<file path="src/rtl/loader_pkg.sv">
// Shared types for the instruction-memory loader.
// State encoding and byte-lane sizing.
package loader_pkg;

  localparam int LANE_W = 2;

  typedef enum logic [2:0] {
    S_IDLE = 3'd0,
    S_HDR  = 3'd1,
    S_LOAD = 3'd2,
    S_CSUM = 3'd3,
    S_DONE = 3'd4,
    S_ERR  = 3'd5
  } state_e;

endpackage

</file>
<file path="src/rtl/imem_loader_byte_packer.sv">
// Packs an accepted byte stream into big-endian 32-bit words.
// word/word_valid are valid in the cycle the 4th byte is accepted.
module byte_packer
  import loader_pkg::*;
(
  input  logic        clk,
  input  logic        rst_n,
  input  logic        clear,
  input  logic        in_valid,
  input  logic        in_ready,
  input  logic [7:0]  in_data,
  output logic [31:0] word,
  output logic        word_valid
);

  logic [LANE_W-1:0] lane_q, lane_d;
  logic [23:0]       shift_q, shift_d;
  logic              accept;

  assign accept = in_valid & in_ready;

  always_comb begin
    lane_d  = lane_q;
    shift_d = shift_q;
    if (clear) begin
      lane_d  = '0;
      shift_d = '0;
    end else if (accept) begin
      lane_d  = lane_q + LANE_W'(1);
      shift_d = {shift_q[15:0], in_data};
    end
  end

  always_ff @(posedge clk or negedge rst_n) begin
    if (!rst_n) begin
      lane_q  <= '0;
      shift_q <= '0;
    end else begin
      lane_q  <= lane_d;
      shift_q <= shift_d;
    end
  end

  assign word       = {shift_q, in_data};
  assign word_valid = accept & (&lane_q) & ~clear;

endmodule

</file>
<file path="src/rtl/imem_loader.sv">
// Streams header, words and checksum into instruction SRAM,
// then releases the CPU on a good checksum.
module imem_loader
  import loader_pkg::*;
#(
  parameter logic [31:0] BASE_ADDR = 32'h0000_0000,
  parameter int          MAX_WORDS = 1024,
  parameter int          CNT_W     = 16
) (
  input  logic             clk,
  input  logic             rst_n,
  input  logic             start,
  input  logic             in_valid,
  input  logic [7:0]       in_data,
  output logic             in_ready,
  output logic             mem_we,
  output logic [31:0]      mem_addr,
  output logic [31:0]      mem_wdata,
  output logic             busy,
  output logic             done,
  output logic             error,
  output logic             cpu_run,
  output logic [CNT_W-1:0] words_loaded
);

  state_e           state_q, state_d;
  logic [CNT_W-1:0] cnt_q, cnt_d;
  logic [CNT_W-1:0] n_q, n_d;
  logic [31:0]      csum_q, csum_d;
  logic [31:0]      addr_q, addr_d;
  logic [31:0]      wdata_q, wdata_d;
  logic             we_q, we_d;

  logic [31:0] word;
  logic        wv;
  logic        idle_like;
  logic        clear;
  logic        hdr_bad;
  logic        last;

  assign idle_like = (state_q == S_IDLE) ||
                     (state_q == S_DONE) ||
                     (state_q == S_ERR);
  assign clear   = start & idle_like;
  assign hdr_bad = (word == 32'd0) ||
                   (word > 32'(MAX_WORDS));
  assign last    = (cnt_q + CNT_W'(1)) == n_q;

  byte_packer u_packer (
    .clk        (clk),
    .rst_n      (rst_n),
    .clear      (clear),
    .in_valid   (in_valid),
    .in_ready   (in_ready),
    .in_data    (in_data),
    .word       (word),
    .word_valid (wv)
  );

  always_ff @(posedge clk or negedge rst_n) begin
    if (!rst_n) begin
      state_q <= S_IDLE;
      cnt_q   <= '0;
      n_q     <= '0;
      csum_q  <= '0;
      addr_q  <= BASE_ADDR;
      wdata_q <= '0;
      we_q    <= 1'b0;
    end else begin
      state_q <= state_d;
      cnt_q   <= cnt_d;
      n_q     <= n_d;
      csum_q  <= csum_d;
      addr_q  <= addr_d;
      wdata_q <= wdata_d;
      we_q    <= we_d;
    end
  end

  always_comb begin
    state_d = state_q;
    unique case (state_q)
      S_IDLE, S_DONE, S_ERR:
        if (start) state_d = S_HDR;
      S_HDR:
        if (wv) state_d = hdr_bad ? S_ERR : S_LOAD;
      S_LOAD:
        if (wv && last) state_d = S_CSUM;
      S_CSUM:
        if (wv) state_d = (word == csum_q) ? S_DONE : S_ERR;
      default:
        state_d = S_IDLE;
    endcase
  end

  // Word k is registered on its 4th-byte edge; the write
  // pulse, checksum and count all show in the next cycle.
  always_comb begin
    cnt_d   = cnt_q;
    n_d     = n_q;
    csum_d  = csum_q;
    addr_d  = addr_q;
    wdata_d = wdata_q;
    we_d    = 1'b0;
    if (clear) begin
      cnt_d  = '0;
      n_d    = '0;
      csum_d = '0;
    end else if (wv && state_q == S_HDR && !hdr_bad) begin
      n_d = word[CNT_W-1:0];
    end else if (wv && state_q == S_LOAD) begin
      we_d    = 1'b1;
      addr_d  = BASE_ADDR + (32'(cnt_q) << 2);
      wdata_d = word;
      csum_d  = csum_q ^ word;
      cnt_d   = cnt_q + CNT_W'(1);
    end
  end

  always_comb begin
    busy     = (state_q == S_HDR) ||
               (state_q == S_LOAD) ||
               (state_q == S_CSUM);
    in_ready = busy;
    done     = (state_q == S_DONE);
    cpu_run  = (state_q == S_DONE);
    error    = (state_q == S_ERR);
  end

  assign mem_we       = we_q;
  assign mem_addr     = addr_q;
  assign mem_wdata    = wdata_q;
  assign words_loaded = cnt_q;

endmodule

</file>
<file path="config.mk">
export PLATFORM = sky130hd
export DESIGN_NAME = imem_loader
export DESIGN_NICKNAME = d
export VERILOG_FILES = /design/src/rtl/loader_pkg.sv /design/src/rtl/imem_loader_byte_packer.sv /design/src/rtl/imem_loader.sv
export SDC_FILE = /design/constraint.sdc
export NUM_CORES = 1
export LEC_CHECK = 0
export BUFFER_PORTS_ARGS = -buffer_cell sky130_fd_sc_hd__buf_2
export CAP_MARGIN = 20
export CORE_ASPECT_RATIO = 1.5
export CORE_UTILIZATION = 40
export DETAILED_ROUTE_END_ITERATION = 8
export SYNTH_ARGS = -nofsm -noshare
export SYNTH_HDL_FRONTEND = slang
export SYNTH_SLANG_ARGS = --single-unit
</file>
<file path="constraint.sdc">
create_clock -name clk -period 2.2 [get_ports clk]
set_input_delay 0.22 -clock clk [delete_from_list [all_inputs] [get_ports clk]]
set_output_delay 0.22 -clock clk [all_outputs]
set_load 0.05 [all_outputs]
</file>
==> results of run 1 <==
## cell families after synthesis
group	count (synthesis)	synth area share (%)
fa+ha+maj	2	0.365
flops	142	51.8
other cells	1	0.0546
compound gates	174	13.9
simple gates	362	24.3
xor+xnor	30	3.83
buf+inv	84	5.76
## metrics by stage
stage,TNS (ps),std cells,util [%],setup slack (ps),power [mW]
detailed placement,-165,1108,47.1,-165,6.25
global route,-4.64,1142,51.1,-4.64,9.70
floorplan,-32.0,810,-,-32.0,5.03
finish,0,1142,51.1,112,9.25
global placement,-86.2,1108,47.1,-86.2,6.23
CTS,0,1141,50.9,53.7,9.29
## cell type report
class | count | share of cell area [%]
sequential | 142 | 41.4
clock buffer | 20 | 5.44
timing repair buffer | 151 | 11.8
inverter | 23 | 1.01
multi-input combinational | 584 | 35.4
clock inverter | 12 | 1.84
tap | 210 | 3.06
## path summary, 6_finish.rpt
check                                  from             endpoint  slack, ps  cells past startpoint
worst max register to register   state_q[1]              n_q[14]        110                      7
worst min register to register  mem_addr[7]          mem_addr[7]        470                      2
worst min-delay path             in_data[5]  u_packer.shift_q[5]         70                      3
worst max-delay path             state_q[1]              n_q[14]        110                      7
min in group asynchronous             rst_n          mem_addr[6]        360                      2
max in group asynchronous             rst_n        mem_wdata[12]       1140                      3
## sequential cells by signal (all words and copies together) (netlist names)
signal / cells
n_q: 16
u_packer.lane_q: 2
u_packer.shift_q: 24
mem_addr: 16
mem_we: 1
words_loaded: 16
state_q: 3
mem_wdata: 32
csum_q: 32
## synth_stat cells (5+ instances only)
cell       number
a21oi_1        34
and3_1          8
buf_1          11
buf_2          10
buf_4          18
clkbuf_1       22
dfrtp_1       142
inv_1          22
nand2_1       193
nand2b_1       33
nand3_1        19
nand4_1        12
nor2_1         54
nor2b_1        10
nor4_1         10
o2111ai_1       5
o21ai_0        36
o21ai_1        77
o31ai_1         8
xnor2_1        21
xor2_1          9
## per-layer routing
layer	GRT usage (%)	vias up	routed length, um
met5	0	-	0
met1	26.9	2899	7770
met2	39.9	137	9970
li1	-	2886	-
met4	11.3	0	706
met3	5.28	42	699
## layout by cell type, fill, tap and decap left out, types with 4 or more instances in the layout
cell       netlist  layout
conb_1           1      16
nor2_1          54      50
o2111ai_1        5       5
nand3_1         19      18
a21oi_1         34      34
dfrtp_1        142     142
o31ai_1          8       8
nor2b_1         10      10
xnor2_1         21      21
nand2b_1        33      33
o21ai_0         36      36
buf_12           0       6
clkbuf_16        0      17
nand2_1        193     193
nand4_1         12      12
nor4_1          10       8
nor2_2           0       4
buf_4           18      63
xor2_1           9       9
and3_1           8       8
o21ai_1         77      77
inv_1           22      22
buf_2           10      80
## worst min-delay path: stages
cell and delay [ps]:
buf_2 130, nand2_1 60, a21oi_1 50
## power breakdown
group / switching, mW / leakage (nW) / internal, mW
Combinational: 1.98 / 2.10 / 0.963
Sequential: 0.339 / 1.96 / 2.96
Clock: 1.14 / 0.299 / 1.88
Total: 3.46 / 4.36 / 5.80
## what timing repair did
action,in CTS,in global routing
hold buffers,1,0
pin swaps,0,2
setup endpoints to repair,1,17
hold endpoints to repair,62,0
resized for setup,2,6
buffers inserted,0,1
==> summary.md, run 1 <==
| Metric | Value |
|---|---|
| Drt total wl | `19.2 mm` |
| P per Cell Area | `1080 nW/um^2` |
| Routed vias | `between 5,000 and 6,000` |
| Fmax | `around 0.48 GHz` |
| Drc violations | `0` |
| Worst vdd ir | `0.485 mV` |
| Hold slack | `69.2 ps` |
| Critical path data arrival time | `2400 ps` |
| Input/output buffers | `between 80 and 90` |
| Number of fill cells | `1,596` |
| Post-synthesis async set-or-reset flop share | `100%` |
| Synthesized area | `6860 um^2` |
| Clock Path Buffers | `2` |
| Via density | `5.22` |
| Gr ovfl total | `0` |
| Critical path fanouts, max | `27` |
| Row cnt | `58` |
| Syn. warnings | `0` |
| I/O Pins | `just under 100` |
| # setup viols final | `0` |
| Max-slew violations | `0` |
| Post-DRT Antenna Nets | `0` |
| Inserted Diodes | `0` |
| Finished Cell Area | `approximately 8600 um^2` |
| Max stage delay on crit path | `460 ps` |
| Leak | `4.36 nW` |
| Clock Tree Root | `clkbuf_16` |
| Status | `completed` |
| Slowest-stage cell, CP | `dfrtp_1` |
| CP Buf/Inv Count | `1` |
| Die Area | `17,700 um^2` |
| Crit-path cells | `nor4_1 > nand4_1 > nor4b_2 > and2_2 > nand3_2 > buf_12 > and3_1` |
| CTS tree | `built` |
| Cell taking the most area after synthesis | `dfrtp_1` |
| DP HPWL | `13.6 mm` |
| WL/cell | `16.8 um` |
| MaxCap Viol Count | `0` |
| Final period utilization | `94.9%` |
| Fin. Hold Viols | `0` |
| Worst slew pin tran | `774 ps` |
| First-pass GRT wire length | `~31 mm` |
| Share of cells above drive strength 1 | `21.4%` |
| Yosys cell types | `46` |
| Largest net degree at the start of global routing | `81` |
| Final Net Count | `around 930` |
| Drt pass-1 iters | `5` |
| Yosys reg bits | `142` |
| Final min period | `2090 ps` |
| H-tree levels | `4` |
| Required time worst endpoint | `2510 ps` |
| Detailed Route Iter0 Violations | `around 360` |
| Syn Inst Count | `just under 800` |
| Top_reg_cell synth | `dfrtp_1` |
| CP Launch Type | `register` |
| # clock sinks | `around 140` |
| Share of the synthesized area in the top cell type | `roughly half` |
| Setup Skew | `8.46 ps` |
| Post-synth EDFFs | `0` |
| Clock Latency Late Sink | `430 ps` |
| Area of the multi-input gates | `3030 um^2` |
| Seq/Total Area, Yosys | `51.8%` |
| Hold WC Path Type | `input pin to register` |
| Placeable Area | `16,800 um^2` |
| CP endpoint kind | `register` |
| Die Y | `about 160 um` |
| CTS buffer count | `17` |
| Syn_area_per_cell | `8.63 um^2` |
| Starting Density | `40.9%` |
| Placer congestion estimate | `between 0.8 and 0.9` |
| Slew headroom | `48.3%` |
| Vias in the first global route | `5,762` |
| Area grow syn2layout | `24.9%` |
| Die Wd | `109 um` |
| Worst-path clk slew | `60 ps` |
| DP Area | `7890 um^2` |
| GRT Overall Usage | `23.3%` |
| Synth area leaders | `dfrtp_1, nand2_1, o21ai_1` |
| Register area | `3550 um^2` |
| Initial antenna violation count | `0` |
| Crit path kind | `register to register` |
| CP top delay family | `simple AND/OR/NAND/NOR gates` |
Power figures use the tool's default switching activity.
==> run 2, diff against run 1 <==
--- a/config.mk
+++ b/config.mk
@@ -5,6 +5,7 @@
 export SDC_FILE = /design/constraint.sdc
 export NUM_CORES = 1
 export LEC_CHECK = 0
+export ABC_AREA = 1
 export BUFFER_PORTS_ARGS = -buffer_cell sky130_fd_sc_hd__buf_2
 export CAP_MARGIN = 20
 export CORE_ASPECT_RATIO = 1.5
==> summary.md, run 2 <==
| Metric | Value |
|---|---|
| H-tree levels | `4` |
| Top cells by count, synth | `nand2_1, dfrtp_1, nand3_1` |
| Routed vias | `5,707` |
| Yosys reg bits | `about 140` |
| Cell taking the most area after synthesis | `dfrtp_1` |
| Clock Tree Root | `clkbuf_16` |
| Input/output buffers | `81` |
| Placeable Area | `16,800 um^2` |
| Gr ovfl total | `0` |
| Drc violations | `0` |
| Post-CTS setup buffer count | `0` |
| Critical Path Start | `state_q[1]` |
| Required time worst endpoint | `2490 ps` |
| Worst-path clk slew | `60 ps` |
| MaxCap Viol Count | `0` |
| # setup viols final | `0` |
| Final min period | `1970 ps` |
| Placer congestion estimate | `0.870` |
| GRT Overall Usage | `21.5%` |
| Row cnt | `58` |
| Fin. Hold Viols | `0` |
| Critical path endpoint | `words_loaded[8]` |
| Hold WC Path Type | `input pin to register` |
| Most common cell in the synthesized netlist | `nand2_1` |
| First-pass GRT wire length | `28.5 mm` |
| DP Area | `7500 um^2` |
| Die Wd | `109 um` |
| Worst r2r src | `state_q[1]` |
| Top_reg_cell synth | `dfrtp_1` |
| Area grow syn2layout | `18.1%` |
| Final Net Count | `908` |
| CTS tree | `built` |
| Commonest cells after routing, fill and taps aside | `nand2_1, dfrtp_1, nand3_1, buf_2` |
| R2R setup slack | `230 ps` |
| Drt pass-1 iters | `5` |
| Detailed Route Iter0 Violations | `436` |
| Synth area leaders | `dfrtp_1, nand2_1, nand3_1` |
| Share of the synthesized area in the top cell type | `between 50% and 60%` |
| Post-synthesis async set-or-reset flop share | `100%` |
| Syn Inst Count | `806` |
| Initial antenna violation count | `0` |
| RR Endpoint | `words_loaded[8]` |
| Hold slack | `97.1 ps` |
| Critical path fanouts, max | `14` |
| DP Worst Slack | `217 ps` |
| Worst vdd ir | `0.445 mV` |
| Max-slew violations | `0` |
| Largest net degree at the start of global routing | `90` |
| # clock sinks | `142` |
| RSZ-0062 raised after global routing | `false` |
| Status | `completed` |
| Via density | `5.11` |
| Crit path kind | `register to register` |
| Die Area | `17,600 um^2` |
| Setup Skew | `12.7 ps` |
| Post-DRT Antenna Nets | `0` |
| Vias in the first global route | `between 5,000 and 6,000` |
| Die Y | `162 um` |
| Critical path data arrival time | `2260 ps` |
| Syn_area_per_cell | `8.49 um^2` |
| DP HPWL | `between 10 and 15 mm` |
| Yosys cell types | `31` |
| Leak | `4.12 nW` |
| CTS buffer count | `17` |
| Setup TNS | `0 ps` |
| Starting Density | `40.8%` |
| Finished Cell Area | `just over 8000 um^2` |
| Worst slew pin tran | `~530 ps` |
| Post-synth EDFFs | `0` |
| Seq/Total Area, Yosys | `51.9%` |
| Synthesized area | `slightly below 7000 um^2` |
| Final period utilization | `89.6%` |
| I/O Pins | `98` |
| Slew headroom | `64.7%` |
| P per Cell Area | `1020 nW/um^2` |
| Fmax | `~0.5 GHz` |
| Clock Latency Late Sink | `420 ps` |
| CP endpoint kind | `register` |
| Share of cells above drive strength 1 | `~19%` |
| Clock Path Buffers | `2` |
| Number of fill cells | `1,634` |
| FF-to-FF path depth | `9` |
| WL/cell | `about 16 um` |
| Setup ws final | `228 ps` |
| Commonest non-fill, non-tap cell in the layout | `nand2_1` |
| Inserted Diodes | `0` |
| CP Launch Type | `register` |
| Syn. warnings | `0` |
| Drt total wl | `17.9 mm` |
## run 2: cell types whose count changed after synthesis, moves of 16 or more
cell,before,now
o21ai_0,36,76
inv_1,22,76
o22ai_1,2,29
nand2b_1,33,0
a21oi_1,34,3
nand3_1,19,86
nand2_2,0,16
o21ai_1,77,15
nor2_1,54,38
## run 2: worst min-delay path by stage
stage / startpoint / to / cells past startpoint
after global routing: in_data[2] / u_packer.shift_q[2] / 3
final: in_data[2] / u_packer.shift_q[2] / 3
after global placement: rst_n / words_loaded[10] / 1
after detailed placement: rst_n / words_loaded[10] / 1
after CTS: in_data[2] / u_packer.shift_q[2] / 3
after floorplan: rst_n / csum_q[0] / 0
## run 2: layout make-up
class / instances / area (um^2) / share of cell area (%)
well taps: 210 / 263 / 3.25
inverters: 86 / 323 / 4.00
flip-flops and latches: 142 / 3550 / 44.0
clock inverters: 13 / 131 / 1.63
multi-input cells: 545 / 2750 / 34.1
clock buffers: 19 / 433 / 5.36
repair buffers: 102 / 622 / 7.70
## run 2: stage by stage
step	util (%)	power (mW)	cells
after floorplan	-	4.75	821
after global placement	44.8	5.52	1084
after detailed placement	44.8	5.53	1084
after CTS	48.2	8.32	1117
after global routing	48.2	8.70	1117
final	48.2	8.26	1117
## run 2: where the power goes
group / total [mW] / leakage (nW) / internal [mW] / switching (mW)
Sequential: 3.07 / 1.97 / 2.83 / 0.241
Combinational: 2.41 / 1.89 / 0.707 / 1.70
Clock: 2.78 / 0.260 / 1.58 / 1.20
Total: 8.26 / 4.12 / 5.12 / 3.14
## run 2: worst max-delay path, stage by stage, from the launching register on
cell	delay, ps
dfrtp_1	440
inv_2	140
nor2_1	50
nand2_1	90
inv_1	80
nand2_4	100
clkinv_1	430
buf_12	340
nand3_1	70
o21ai_0	90
## run 2: what timing repair did
| action | 4_1_cts | 5_1_grt |
|---|---|---|
| endpoints found under the hold margin | 28 | 0 |
| resized for setup | 0 | 0 |
| hold buffers | 1 | 0 |
## run 2: cells by family (layout without fill, tap and decap cells)
kind of cell             count (synthesis)  after routing  synth area share (%)
adder cells (fa/ha/maj)                  2              2                 0.366
flip-flops                             142            142                  51.9
other                                    1             16                0.0548
buffers and inverters                  134            220                  8.74
AO/OA/AOI/OAI                          125            125                  9.75
AND/OR/NAND/NOR                        366            366                  24.5
XOR/XNOR                                36             36                  4.61
## run 2: metal layers
metal / vias to the layer above / track usage, % / part of all wire [%]
met2: 166 / 36.7 / 51
met5: - / 0 / 0
met3: 39 / 4.05 / 3.8
met1: 2715 / 25.2 / 41
met4: 0 / 11.3 / 4.4
li1: 2787 / - / -
